--- src/rtl/cache_ctrl.sv ---
`default_nettype none
// ============================================================================
//  Module      : cache_pkg / cache_ctrl
//  Description : Direct-mapped, one-word-per-line, write-back, write-allocate
//                cache controller. All outputs registered; one outstanding
//                memory read at a time.
//  Revision    : 1.0 - initial release
// ============================================================================
package cache_pkg;
    localparam int ADDR_WIDTH  = 6;
    localparam int DATA_WIDTH  = 8;
    localparam int INDEX_WIDTH = 3;

    localparam logic [1:0] OP_INVALID = 2'd0;
    localparam logic [1:0] OP_READ    = 2'd1;
    localparam logic [1:0] OP_WRITE   = 2'd2;
endpackage

module cache_ctrl #(
    parameter int ADDR_WIDTH  = cache_pkg::ADDR_WIDTH,
    parameter int DATA_WIDTH  = cache_pkg::DATA_WIDTH,
    parameter int INDEX_WIDTH = cache_pkg::INDEX_WIDTH
) (
    input  logic                  clk,
    input  logic                  rst,
    input  logic [1:0]            req_op,
    input  logic [ADDR_WIDTH-1:0] req_addr,
    input  logic [DATA_WIDTH-1:0] req_data,
    output logic                  rsp_vld,
    output logic [DATA_WIDTH-1:0] rsp_data,
    output logic [1:0]            mem_req_op,
    output logic [ADDR_WIDTH-1:0] mem_req_addr,
    output logic [DATA_WIDTH-1:0] mem_req_data,
    input  logic                  mem_rsp_vld,
    input  logic [DATA_WIDTH-1:0] mem_rsp_data
);

    localparam int c_TAG_W = ADDR_WIDTH - INDEX_WIDTH;
    localparam int c_LINES = 1 << INDEX_WIDTH;

    typedef enum logic [1:0] {
        ST_READY     = 2'd0,
        ST_WRITEBACK = 2'd1,
        ST_FILL      = 2'd2
    } state_t;

    state_t r_state;
    state_t w_state_nxt;

    // Line storage: valid/dirty are reset, tag/data are not
    logic [c_LINES-1:0]    r_valid;
    logic [c_LINES-1:0]    r_dirty;
    logic [c_TAG_W-1:0]    r_tag       [c_LINES];
    logic [DATA_WIDTH-1:0] r_line_data [c_LINES];

    // Request captured at acceptance, used by WRITEBACK/FILL
    logic                  r_pend_wr;
    logic [ADDR_WIDTH-1:0] r_pend_addr;
    logic [DATA_WIDTH-1:0] r_pend_data;

    // Registered outputs
    logic                  r_rsp_vld;
    logic [DATA_WIDTH-1:0] r_rsp_data;
    logic [1:0]            r_mem_op;
    logic [ADDR_WIDTH-1:0] r_mem_addr;
    logic [DATA_WIDTH-1:0] r_mem_data;

    // Next-state values from the FSM combinational process
    logic                   w_rsp_vld_nxt;
    logic [DATA_WIDTH-1:0]  w_rsp_data_nxt;
    logic [1:0]             w_mem_op_nxt;
    logic [ADDR_WIDTH-1:0]  w_mem_addr_nxt;
    logic [DATA_WIDTH-1:0]  w_mem_data_nxt;
    logic                   w_capture;
    logic                   w_wr_en;
    logic                   w_wr_dirty;
    logic [INDEX_WIDTH-1:0] w_wr_idx;
    logic [c_TAG_W-1:0]     w_wr_tag;
    logic [DATA_WIDTH-1:0]  w_wr_data;

    // Address decode of the incoming and the pending request
    logic                   w_req;
    logic                   w_req_is_wr;
    logic [INDEX_WIDTH-1:0] w_req_idx;
    logic [c_TAG_W-1:0]     w_req_tag;
    logic                   w_hit;
    logic                   w_victim_dirty;
    logic [INDEX_WIDTH-1:0] w_pend_idx;
    logic [c_TAG_W-1:0]     w_pend_tag;

    assign w_req          = (req_op != cache_pkg::OP_INVALID);
    assign w_req_is_wr    = (req_op == cache_pkg::OP_WRITE);
    assign w_req_idx      = req_addr[INDEX_WIDTH-1:0];
    assign w_req_tag      = req_addr[ADDR_WIDTH-1:INDEX_WIDTH];
    assign w_hit          = r_valid[w_req_idx] && (r_tag[w_req_idx] == w_req_tag);
    assign w_victim_dirty = r_valid[w_req_idx] && r_dirty[w_req_idx];
    assign w_pend_idx     = r_pend_addr[INDEX_WIDTH-1:0];
    assign w_pend_tag     = r_pend_addr[ADDR_WIDTH-1:INDEX_WIDTH];

    assign rsp_vld      = r_rsp_vld;
    assign rsp_data     = r_rsp_data;
    assign mem_req_op   = r_mem_op;
    assign mem_req_addr = r_mem_addr;
    assign mem_req_data = r_mem_data;

    // Next-state, next-output and line-update decisions
    always_comb begin
        w_state_nxt    = r_state;
        w_rsp_vld_nxt  = 1'b0;
        w_rsp_data_nxt = r_rsp_data;
        w_mem_op_nxt   = cache_pkg::OP_INVALID;
        w_mem_addr_nxt = r_mem_addr;
        w_mem_data_nxt = r_mem_data;
        w_capture      = 1'b0;
        w_wr_en        = 1'b0;
        w_wr_dirty     = 1'b0;
        w_wr_idx       = w_req_idx;
        w_wr_tag       = w_req_tag;
        w_wr_data      = req_data;
        case (r_state)
            ST_READY: begin
                if (w_req) begin
                    if (w_hit) begin
                        if (w_req_is_wr) begin
                            w_wr_en    = 1'b1;
                            w_wr_dirty = 1'b1;
                        end else begin
                            w_rsp_vld_nxt  = 1'b1;
                            w_rsp_data_nxt = r_line_data[w_req_idx];
                        end
                    end else if (w_victim_dirty) begin
                        // Evict first; the request itself completes afterwards
                        w_capture      = 1'b1;
                        w_mem_op_nxt   = cache_pkg::OP_WRITE;
                        w_mem_addr_nxt = {r_tag[w_req_idx], w_req_idx};
                        w_mem_data_nxt = r_line_data[w_req_idx];
                        w_state_nxt    = ST_WRITEBACK;
                    end else if (w_req_is_wr) begin
                        w_wr_en    = 1'b1;
                        w_wr_dirty = 1'b1;
                    end else begin
                        w_capture      = 1'b1;
                        w_mem_op_nxt   = cache_pkg::OP_READ;
                        w_mem_addr_nxt = req_addr;
                        w_state_nxt    = ST_FILL;
                    end
                end
            end
            ST_WRITEBACK: begin
                if (r_pend_wr) begin
                    w_wr_en     = 1'b1;
                    w_wr_dirty  = 1'b1;
                    w_wr_idx    = w_pend_idx;
                    w_wr_tag    = w_pend_tag;
                    w_wr_data   = r_pend_data;
                    w_state_nxt = ST_READY;
                end else begin
                    w_mem_op_nxt   = cache_pkg::OP_READ;
                    w_mem_addr_nxt = r_pend_addr;
                    w_state_nxt    = ST_FILL;
                end
            end
            ST_FILL: begin
                if (mem_rsp_vld) begin
                    w_wr_en        = 1'b1;
                    w_wr_idx       = w_pend_idx;
                    w_wr_tag       = w_pend_tag;
                    w_wr_data      = mem_rsp_data;
                    w_rsp_vld_nxt  = 1'b1;
                    w_rsp_data_nxt = mem_rsp_data;
                    w_state_nxt    = ST_READY;
                end
            end
            default: w_state_nxt = ST_READY;
        endcase
    end

    // FSM state register
    always_ff @(posedge clk or posedge rst) begin
        if (rst) r_state <= ST_READY;
        else     r_state <= w_state_nxt;
    end

    // Outputs, line valid/dirty bits and captured request
    always_ff @(posedge clk or posedge rst) begin
        if (rst) begin
            r_rsp_vld   <= 1'b0;
            r_rsp_data  <= '0;
            r_mem_op    <= cache_pkg::OP_INVALID;
            r_mem_addr  <= '0;
            r_mem_data  <= '0;
            r_valid     <= '0;
            r_dirty     <= '0;
            r_pend_wr   <= 1'b0;
            r_pend_addr <= '0;
            r_pend_data <= '0;
        end else begin
            r_rsp_vld  <= w_rsp_vld_nxt;
            r_rsp_data <= w_rsp_data_nxt;
            r_mem_op   <= w_mem_op_nxt;
            r_mem_addr <= w_mem_addr_nxt;
            r_mem_data <= w_mem_data_nxt;
            if (w_wr_en) begin
                r_valid[w_wr_idx] <= 1'b1;
                r_dirty[w_wr_idx] <= w_wr_dirty;
            end
            if (w_capture) begin
                r_pend_wr   <= w_req_is_wr;
                r_pend_addr <= req_addr;
                r_pend_data <= req_data;
            end
        end
    end

    // Tag and data arrays (contents qualified by valid bits, not reset)
    always_ff @(posedge clk) begin
        if (w_wr_en) begin
            r_tag[w_wr_idx]       <= w_wr_tag;
            r_line_data[w_wr_idx] <= w_wr_data;
        end
    end

endmodule
`default_nettype wire

--- config.mk ---
export PLATFORM = sky130hd
export DESIGN_NAME = cache_ctrl
export DESIGN_NICKNAME = d
export VERILOG_FILES = /design/src/rtl/cache_ctrl.sv
export SDC_FILE = /design/constraint.sdc
export NUM_CORES = 1
export LEC_CHECK = 0
export CORE_ASPECT_RATIO = 1.75
export CORE_MARGIN = 5
export CORE_UTILIZATION = 55
export DETAILED_ROUTE_END_ITERATION = 7
export GPL_TIMING_DRIVEN = 1
export PLACE_DENSITY = 0.84
export SLEW_MARGIN = 20
export SYNTH_ARGS = -nofsm -noshare
export SYNTH_HDL_FRONTEND = slang
export SYNTH_SLANG_ARGS = --single-unit
--- constraint.sdc ---
create_clock -name clk -period 6.9 [get_ports clk]
set_clock_uncertainty 0.05 [all_clocks]
set_input_delay 1.38 -clock clk [delete_from_list [all_inputs] [get_ports clk]]
set_output_delay 1.38 -clock clk [all_outputs]
set_load 0.005 [all_outputs]
==> results of run 1 <==
-- flip-flops by register name, summed over array words and instances, names as in the netlist --
name / cells
r_line_data: 64
r_tag: 24
mem_req_data: 8
r_dirty: 8
r_pend_data: 8
r_valid: 8
rsp_data: 8
mem_req_addr: 6
r_pend_addr: 6
mem_req_op: 2
r_state: 2
r_pend_wr: 1
rsp_vld: 1
-- power groups by stage --
stage / registers (mW) / logic [mW] / clock network [mW]
after floorplan: 1.39 / 0.733 / 0
after global placement: 1.42 / 1.12 / 0
after detailed placement: 1.43 / 1.15 / 0
after CTS: 1.42 / 1.16 / 0.859
after global routing: 1.44 / 1.25 / 0.903
final: 1.42 / 1.18 / 0.847
-- layer usage --
layer,share of wire,GRT usage,vias to the layer above
li1,-,-,1632
met1,0.34,0.250,1914
met2,0.55,0.387,181
met3,0.056,0.0460,52
met4,0.052,0.129,0
met5,0,0,-
-- metrics by stage --
step                total power, mW  hold WS (ns)  instances  area, um2  utilization
floorplan                      2.12         0.388        392       6350            -
global placement               2.54         0.404        560       6950        0.607
detailed placement             2.58         0.408        560       6950        0.607
CTS                            3.44         0.423        592       7490        0.654
global route                   3.60         0.440        592       7500        0.655
finish                         3.44         0.420        592       7500        0.655
-- placed cells by master (no fill, tap or decap), drive strengths merged, types with 2 or more instances in the layout --
cell type	n
and2	5
mux2	57
o21bai	8
nand3	9
o21ai	22
o32ai	2
nor3b	2
nand2	16
clkbuf	18
clkdlybuf4s50	50
ha	4
dfrtp	58
nand2b	3
nor2b	5
a21oi	3
inv	18
buf	4
edfxtp	88
a22o	21
clkinvlp	3
nand4	2
xor2	2
mux2i	6
nor2	15
a22oi	2
mux4	24
-- final timing paths --
kind / startpoint / to / slack [ns]
max: req_addr[2] / r_line_data[1][7]$_DFFE_PP_ / 2.10
min: r_valid[7]$_DFFE_PP0P_ / r_valid[7]$_DFFE_PP0P_ / 0.42
max reg2reg: r_state[0]$_DFFE_PP0P_ / r_line_data[1][7]$_DFFE_PP_ / 2.82
min reg2reg: r_valid[7]$_DFFE_PP0P_ / r_valid[7]$_DFFE_PP0P_ / 0.42
max in group asynchronous: rst / r_pend_data[4]$_DFFE_PP0P_ / 4.86
min in group asynchronous: rst / r_pend_wr$_DFFE_PP0P_ / 1.43
-- synth_stat cells, drive strengths merged (2+ instances only) --
library cell / count / area (um2)
edfxtp: 88 / 2640
dfrtp: 58 / 1450
mux2: 57 / 642
mux4: 24 / 541
o21ai: 22 / 110
a22o: 21 / 184
clkbuf: 16 / 60.1
nand2: 16 / 60.1
nor2: 15 / 56.3
nand3: 9 / 45.0
o21bai: 8 / 60.1
inv: 7 / 26.3
mux2i: 6 / 63.8
and2: 5 / 31.3
buf: 5 / 36.3
nor2b: 5 / 31.3
ha: 4 / 50.1
a21oi: 3 / 18.8
nand2b: 3 / 18.8
a22oi: 2 / 15.0
nand4: 2 / 27.5
nor3b: 2 / 25.0
o32ai: 2 / 36.3
xor2: 2 / 25.0
-- cell families (layout without fill, tap and decap cells) --
| logic type | after synthesis | after routing | share of synthesized area |
|---|---|---|---|
| simple gates | 59 | 59 | 0.0487 |
| buf+inv | 28 | 93 | 0.0193 |
| compound gates | 65 | 65 | 0.0773 |
| xor+xnor | 3 | 3 | 0.00532 |
| fa+ha+maj | 4 | 4 | 0.00789 |
| flops | 146 | 146 | 0.645 |
| mux | 87 | 87 | 0.196 |
-- layout make-up --
| cell class | count | area share |
|---|---|---|
| Inverter | 7 | 0.00350 |
| Clock buffer | 18 | 0.0572 |
| Sequential cell | 146 | 0.546 |
| Tap cell | 135 | 0.0225 |
| Clock inverter | 14 | 0.0155 |
| Timing Repair Buffer | 54 | 0.0704 |
| Multi-Input combinational cell | 218 | 0.285 |
==> impl_results.md, run 1 <==
- Post_cts resized: 0
- Core Rows: 52
- Vias in the first global route: 4016
- Worst hold path type: reg -> reg
- Vias per cell: 6.38
- Core Region: 0.0115 mm2
- Final Critical Period: 4.80 ns
- Most used DFF post-synth: edfxtp_1
- Combinational power share: 0.342
- CP max-delay cell: clkdlybuf4s50_1
- CP Launch Type: primary input
- Vias: 3779
- Hold_buf cts: 0
- Slew at the pin closest to its max-slew limit: 1.00 ns
- TritonCTS buffer count: 17
- Starting density of the core: 0.554
- First-pass GRT wire length: 23100 um
- Power per cell area: 459 mW/mm2
- CP required: 6.89 ns
- Number of antenna violations at the first check in global routing: 0
- Internal cell power: 2.29 mW
- Crit path DAT: 4.79 ns
- Worst skew pair latency: 0.42 ns
- CP Buf/Inv Count: 2
- Mapped Nets: 423
- Synth Instances: 392
- Top cell family by delay on the critical path: simple AND/OR/NAND/NOR gates
- Crit path max fanout: 22
- Netlist Area Pre-Place: 0.00635 mm2
- Depth of the CTS H-tree: 4
- Final #Nets: 475
- Normalized max-slew margin: 0.330
- DP Worst Slack: 1.71 ns
- Largest net degree at the start of global routing: 59
- FFs w/ async S/R, synth: 0.397
- Clock share of power: 0.246
- Fillers: 763
- Seq cells post-synth: 146
- Max cap viols: 0
- Final antenna-violating net count: 0
- Layout area overhead: 18.2%
- CTS tree: yes
- WHS Path Cells: 1
- Detailed Routing Iterations Pass 1: 5
- Mean Syn Cell Area: 16.2 um2
- Sw Pwr: 1.15 mW
- Post-CTS Setup Bufs: 0
- # IOs: 52
- Final setup violation count: 0
- CP Capture Type: flip-flop
- Gpl congestion: 0.854
- Drt total wl: 14800 um
- Dpl hpwl: 10300 um
- Die Ht: 152 um
- EDFF count, synth: 88
- P_leak: 2.70 nW
- Multi-input gate area: 0.00214 mm2
- # diodes: 0
- Final Cycle Share: 0.695
- DR iter-0 viols: 382
- Ys Warns: 0
- Seq. cell area: 0.00409 mm2
- Slew Limit Fails: 0
- Peak Freq: 208 MHz
- Share of cells above drive strength 1: 0.276
- Drt drc: 0
- Max IR drop VDD: 0.332 mV
- Crit path kind: in -> reg
- R2R cell count: 8
- Worst-path clk slew: 0.06 ns
- Setup tns final: 0 ns
- Die ar.: 0.0139 mm2
- GRT Resource Usage Total: 0.223
- Fin worst setup slack: 2.10 ns
- Register area share after synthesis: 0.645
- Routed WL per cell: 25.1 um
- RSZ-0062 raised after global routing: false
- Total grt overflow: 0
- Clk buf depth: 2
- Yosys cell types: 41
- Status: complete, no violations
- Clock root buffer: clkbuf_16
- Net Sw Frac: 0.334
- Port Buf Inserts: 51
- Fin. Hold Viols: 0
- CP Depth: 9
- Cell mode on critical path: nand2_1
- Crit-path max cell delay: 1.08 ns
- Critical path cell sequence: clkdlybuf4s50_1, mux4_2, nand2_1, nand2_1, xnor2_1, nand4_1, nor3b_2, buf_4, nor2_1
- Chip width: 91.2 um
- Clock sink count: 146
- Sequential Power Share: 0.412
Power figures use the tool's default switching activity.
==> inputs of run 2 (changes only) <==
==> constraint.sdc (replaced) <==
create_clock -name clk -period 4.68 [get_ports clk]
set_clock_uncertainty 0.05 [all_clocks]
set_input_delay 0.936 -clock clk [delete_from_list [all_inputs] [get_ports clk]]
set_output_delay 0.936 -clock clk [all_outputs]
set_load 0.005 [all_outputs]
==> run 2 against run 1 <==
Flip-flop and latch count unchanged. Critical path depth decreased by 1. First-iteration DRC count decreased by 26%. Register-to-register slack got worse by 1.5 ns. Largest cell class unchanged. Global-route usage increased by 0.75 points. Utilization increased by 1.4 points. Clock power increased by 62%. Routed wire length increased by 2.9%. Critical path type unchanged.
==> impl_results.md, run 2 (same netlist as run 1, synthesis figures left out) <==
- DP Worst Slack: 0.371 ns
- Fillers: 737
- DR iter-0 viols: 284
- Seq. cell area: 0.00409 mm2
- WHS Path Cells: 1
- Gpl congestion: 0.896
- Max cap viols: 0
- Overall Power: 5.20 mW
- Crit-path max cell delay: 0.84 ns
- Hold Path Sink: r_valid[0]$_DFFE_PP0P_
- First-pass GRT wire length: 24100 um
- Max reg flops: 64
- CP required: 4.93 ns
- Slew Limit Fails: 0
- Clock root buffer: clkbuf_16
- Biggest register: r_line_data
- Area post-placement: 0.00704 mm2
- Vias in the first global route: 4204
- Max IR drop VDD: 0.552 mV
- Most frequent cells in the layout: edfxtp_1 (88), dfrtp_1 (58), mux2_2 (57), clkdlybuf4s50_1 (50), mux4_2 (24)
- Setup tns final: 0 ns
- Die Ht: 152 um
- GRT Resource Usage Total: 0.231
- Slew at the pin closest to its max-slew limit: 0.789 ns
- Clk buf depth: 2
- Port Buf Inserts: 51
- Status: complete, no violations
- Vias: 3870
- Crit path max fanout: 18
- Critical path cell sequence: clkdlybuf4s50_1, buf_4, nand2b_1, nand2_1, xnor2_1, nand4_4, o32ai_4, mux2_2
- CP Launch Type: primary input
- Clock sink count: 146
- Final Util: 0.669
- Depth of the CTS H-tree: 4
- Core Rows: 52
- Top cell family by delay on the critical path: buffers and inverters
- Top Registers: r_line_data x64, r_tag x24
- Multi-input gate area: 0.00214 mm2
- Detailed Routing Iterations Pass 1: 5
- Post_cts resized: 0
- Share of cells above drive strength 1: 0.296
- Peak Freq: 262 MHz
- Post-Layout Inst Area: 0.00766 mm2
- Flop2flop setup slack: 1.29 ns
- Hold Crit Start: r_valid[0]$_DFFE_PP0P_
- Post-CTS Setup Bufs: 0
- Hold_buf cts: 0
- Layout area overhead: 20.7%
- Fin. Hold Viols: 0
- Total grt overflow: 0
- Worst skew pair latency: 0.42 ns
- # diodes: 0
- GRT busiest layer: met2
- Drt total wl: 15300 um
- Final Cycle Share: 0.816
- Met2 Use GR: 0.425
- Reg2reg start: r_state[0]$_DFFE_PP0P_
- Largest net degree at the start of global routing: 33
- Fin worst setup slack: 0.863 ns
- Met1 usage: 0.243
- Crit Reg-Reg Endpoint: r_line_data[7][5]$_DFFE_PP_
- Final setup violation count: 0
- P_leak: 2.80 nW
- Power per cell area: 679 mW/mm2
- TritonCTS buffer count: 17
- Routed WL per cell: 25.2 um
- Chip width: 91.2 um
- Number of antenna violations at the first check in global routing: 0
- Final #Nets: 488
- Vias per cell: 6.40
- RSZ-0062 raised after global routing: false
- Final Critical Period: 3.82 ns
- Die ar.: 0.0139 mm2
- Crit path kind: in -> reg
- Final antenna-violating net count: 0
- Starting density of the core: 0.554
- Dpl hpwl: 10100 um
- GR Layer Usage met3: 0.0460
- CTS tree: yes
- CP Capture Type: flip-flop
- Commonest non-fill, non-tap cell in the layout: edfxtp_1
- Worst hold path type: reg -> reg
- CP max-delay cell: clkdlybuf4s50_1
- # IOs: 52
- Core Region: 0.0115 mm2
- CP Buf/Inv Count: 2
- R2R cell count: 10
- Normalized max-slew margin: 0.473
- Worst-path clk slew: 0.06 ns
- Drt drc: 0
- Worst Setup SP: req_addr[1]
- Crit path DAT: 4.07 ns
-- run 2: layout make-up --
| class | instances | area share |
|---|---|---|
| repair buffers | 67 | 0.0817 |
| well taps | 135 | 0.0221 |
| flip-flops and latches | 146 | 0.535 |
| clock buffers | 17 | 0.0555 |
| clock inverters | 15 | 0.0239 |
| multi-input cells | 218 | 0.279 |
| inverters | 7 | 0.00343 |
-- run 2: worst reg2reg max path: stages (launching register included) --
cell and delay (ns):
dfrtp_1 0.40, inv_1 0.11, ha_1 0.50, nand2_1 0.48
a21boi_0 0.38, buf_4 0.19, a22oi_1 0.08, nor2_1 0.25
nand3_1 0.22, nor2_1 0.17, buf_4 0.25
-- run 2: power by group --
group	leakage (nW)	switching [mW]	internal (mW)	total, mW
sequential	1.49	0.182	1.91	2.09
clock	0.288	0.526	0.842	1.37
combinational	1.02	0.940	0.805	1.75
total	2.80	1.65	3.55	5.20
-- run 2: worst max-delay path by stage --
| stage | depth (start not counted) | endpoint | slack [ns] |
|---|---|---|---|
| 2_1_floorplan | 10 | r_line_data[0][0]$_DFFE_PP_ | 0.99 |
| 3_3_place_gp | 8 | r_pend_data[3]$_DFFE_PP0P_ | 0.46 |
| 3_5_place_dp | 8 | r_pend_addr[0]$_DFFE_PP0P_ | 0.37 |
| 4_1_cts | 8 | r_pend_addr[2]$_DFFE_PP0P_ | 0.68 |
| 5_1_grt | 8 | rsp_data[2]$_DFFE_PP0P_ | 0.77 |
| 6_report | 8 | rsp_data[3]$_DFFE_PP0P_ | 0.86 |
-- run 2: metrics by stage --
stage	instances	hold slack, ns
2_1_floorplan	392	0.388
3_3_place_gp	573	0.406
3_5_place_dp	573	0.421
4_1_cts	605	0.436
5_1_grt	605	0.445
6_report	605	0.433
-- run 2: per-layer routing --
| metal | up-vias | part of all wire |
|---|---|---|
| met1 | 1996 | 0.33 |
| met2 | 173 | 0.57 |
| met3 | 49 | 0.047 |
| li1 | 1652 | - |
| met5 | - | 0 |
| met4 | 0 | 0.046 |
==> inputs of run 3 (changes only) <==
==> constraint.sdc (replaced) <==
create_clock -name clk -period 4 [get_ports clk]
set_clock_uncertainty 0.05 [all_clocks]
set_input_delay 0.8 -clock clk [delete_from_list [all_inputs] [get_ports clk]]
set_output_delay 0.8 -clock clk [all_outputs]
set_load 0.005 [all_outputs]
==> run 3 against run 2 <==
Critical path type unchanged. Via count decreased by 3.2%. Register-to-register slack got worse by 0.37 ns. Combinational power increased by 18%. Highest routed layer unchanged.
==> impl_results.md, run 3 (same netlist as run 1, synthesis figures left out) <==
- CP Depth: 10
- Clk buf depth: 2
- Starting density of the core: 0.554
- Max IR drop VDD: 0.458 mV
- Most frequent cells in the layout: edfxtp_1 (88), dfrtp_1 (58), mux2_2 (57), clkdlybuf4s50_1 (50), mux4_2 (24)
- Largest net degree at the start of global routing: 34
- Slew Limit Fails: 0
- Crit-path max cell delay: 0.67 ns
- Hold Path Sink: r_valid[4]$_DFFE_PP0P_
- Vias per cell: 6.17
- Max cap viols: 0
- Flop2flop setup slack: 0.92 ns
- Crit path max fanout: 16
- CP Launch Type: primary input
- Power per cell area: 784 mW/mm2
- Clock sink count: 146
- Finished Layout Cells: 607
- Layout area overhead: 20.2%
- R2R cell count: 10
- Overall Power: 5.98 mW
- Chip width: 91.2 um
- Drt total wl: 14300 um
- Reg2reg start: r_state[1]$_DFFE_PP0P_
- Cells after DPL: 575
- P_leak: 2.79 nW
- Crit Reg-Reg Endpoint: r_line_data[7][7]$_DFFE_PP_
- DP Worst Slack: 0.161 ns
- Worst-path clk slew: 0.06 ns
- DR iter-0 viols: 253
- Biggest register: r_line_data
- Final setup violation count: 0
- Worst skew pair latency: 0.42 ns
- CP Capture Type: flip-flop
- Share of cells above drive strength 1: 0.297
- Vias: 3747
- Core Rows: 52
- Hold_buf cts: 0
- Crit path DAT: 3.54 ns
- Final Critical Period: 3.48 ns
- Vias in the first global route: 4026
- Worst hold path type: reg -> reg
- Commonest non-fill, non-tap cell in the layout: edfxtp_1
- Critical path cell sequence: clkdlybuf4s50_1, buf_4, mux4_2, mux2_2, and2_1, nor2_1, nor3b_2, buf_4, nor2_1, buf_4
- Routed WL per cell: 23.6 um
- CTS tree: yes
- Hold Crit Start: r_valid[4]$_DFFE_PP0P_
- Die Ht: 152 um
- Normalized max-slew margin: 0.547
- Dpl hpwl: 10500 um
- CP required: 4.06 ns
- Cell mode on critical path: buf_4
- CP Buf/Inv Count: 4
- TritonCTS buffer count: 17
- Depth of the CTS H-tree: 4
- Die ar.: 0.0139 mm2
- Final antenna-violating net count: 0
- Fin worst setup slack: 0.524 ns
- Peak Freq: 288 MHz
- Core Region: 0.0115 mm2
- GRT Resource Usage Total: 0.217
- First-pass GRT wire length: 22600 um
- Final #Nets: 490
- # diodes: 0
- Total grt overflow: 0
- Gpl congestion: 0.869
- Port Buf Inserts: 51
- CP max-delay cell: clkdlybuf4s50_1
- Status: complete, no violations
- Top cell family by delay on the critical path: buffers and inverters
- Crit path kind: in -> reg
- Final Cycle Share: 0.869
- Setup tns final: 0 ns
- Top Registers: r_line_data x64, r_tag x24
- Number of antenna violations at the first check in global routing: 0
- Fin. Hold Viols: 0
- # IOs: 52
- Slew at the pin closest to its max-slew limit: 0.679 ns
- RSZ-0062 raised after global routing: false
- Post-CTS Setup Bufs: 0
- Detailed Routing Iterations Pass 1: 5
- Drt drc: 0
- Clock root buffer: clkbuf_16
- Post_cts resized: 0
- WHS Path Cells: 1
- Max reg flops: 64
run 3: cell count changes in the layout (fill, tap and decap cells not counted), sizes merged:
cell      delta
buf          +2
bufinv       -2
inv          +2
clkbuf       +1
clkinvlp     -1
run 3: cell type report:
type	count	area, um2
inverters	7	26.3
well taps	135	169
repair buffers	69	653
multi-input cells	218	2130
clock buffers	18	429
fillers	749	3820
flip-flops and latches	146	4090
clock inverters	14	129
run 3: worst max-delay path by stage:
stage / end / startpoint / slack (ns)
final: r_line_data[5][7]$_DFFE_PP_ / req_addr[2] / 0.52
after global routing: r_line_data[2][7]$_DFFE_PP_ / req_addr[2] / 0.42
after CTS: r_line_data[2][7]$_DFFE_PP_ / req_addr[2] / 0.55
after detailed placement: r_line_data[2][3]$_DFFE_PP_ / req_addr[2] / 0.16
after global placement: r_line_data[2][4]$_DFFE_PP_ / req_addr[2] / 0.27
after floorplan: r_line_data[0][0]$_DFFE_PP_ / req_addr[0] / 0.44
run 3: stage by stage:
step	hold slack [ns]	util	area (um2)
finish	0.433	0.666	7630
global route	0.437	0.666	7630
CTS	0.428	0.666	7630
detailed placement	0.412	0.618	7070
global placement	0.404	0.618	7070
floorplan	0.388	-	6350
run 3: per-layer routing:
metal	up-vias	wire length, um	part of all wire	GRT usage
met5	-	0	0	0
met4	0	801	0.056	0.130
met3	51	590	0.041	0.0391
met2	147	8230	0.57	0.389
met1	1897	4710	0.33	0.232
li1	1652	-	-	-
run 3: power breakdown:
group | switching (mW) | internal [mW] | leakage, nW
Combinational | 1.10 | 0.955 | 1.03
Clock | 0.616 | 0.862 | 0.269
Sequential | 0.216 | 2.23 | 1.49
Total | 1.94 | 4.05 | 2.79
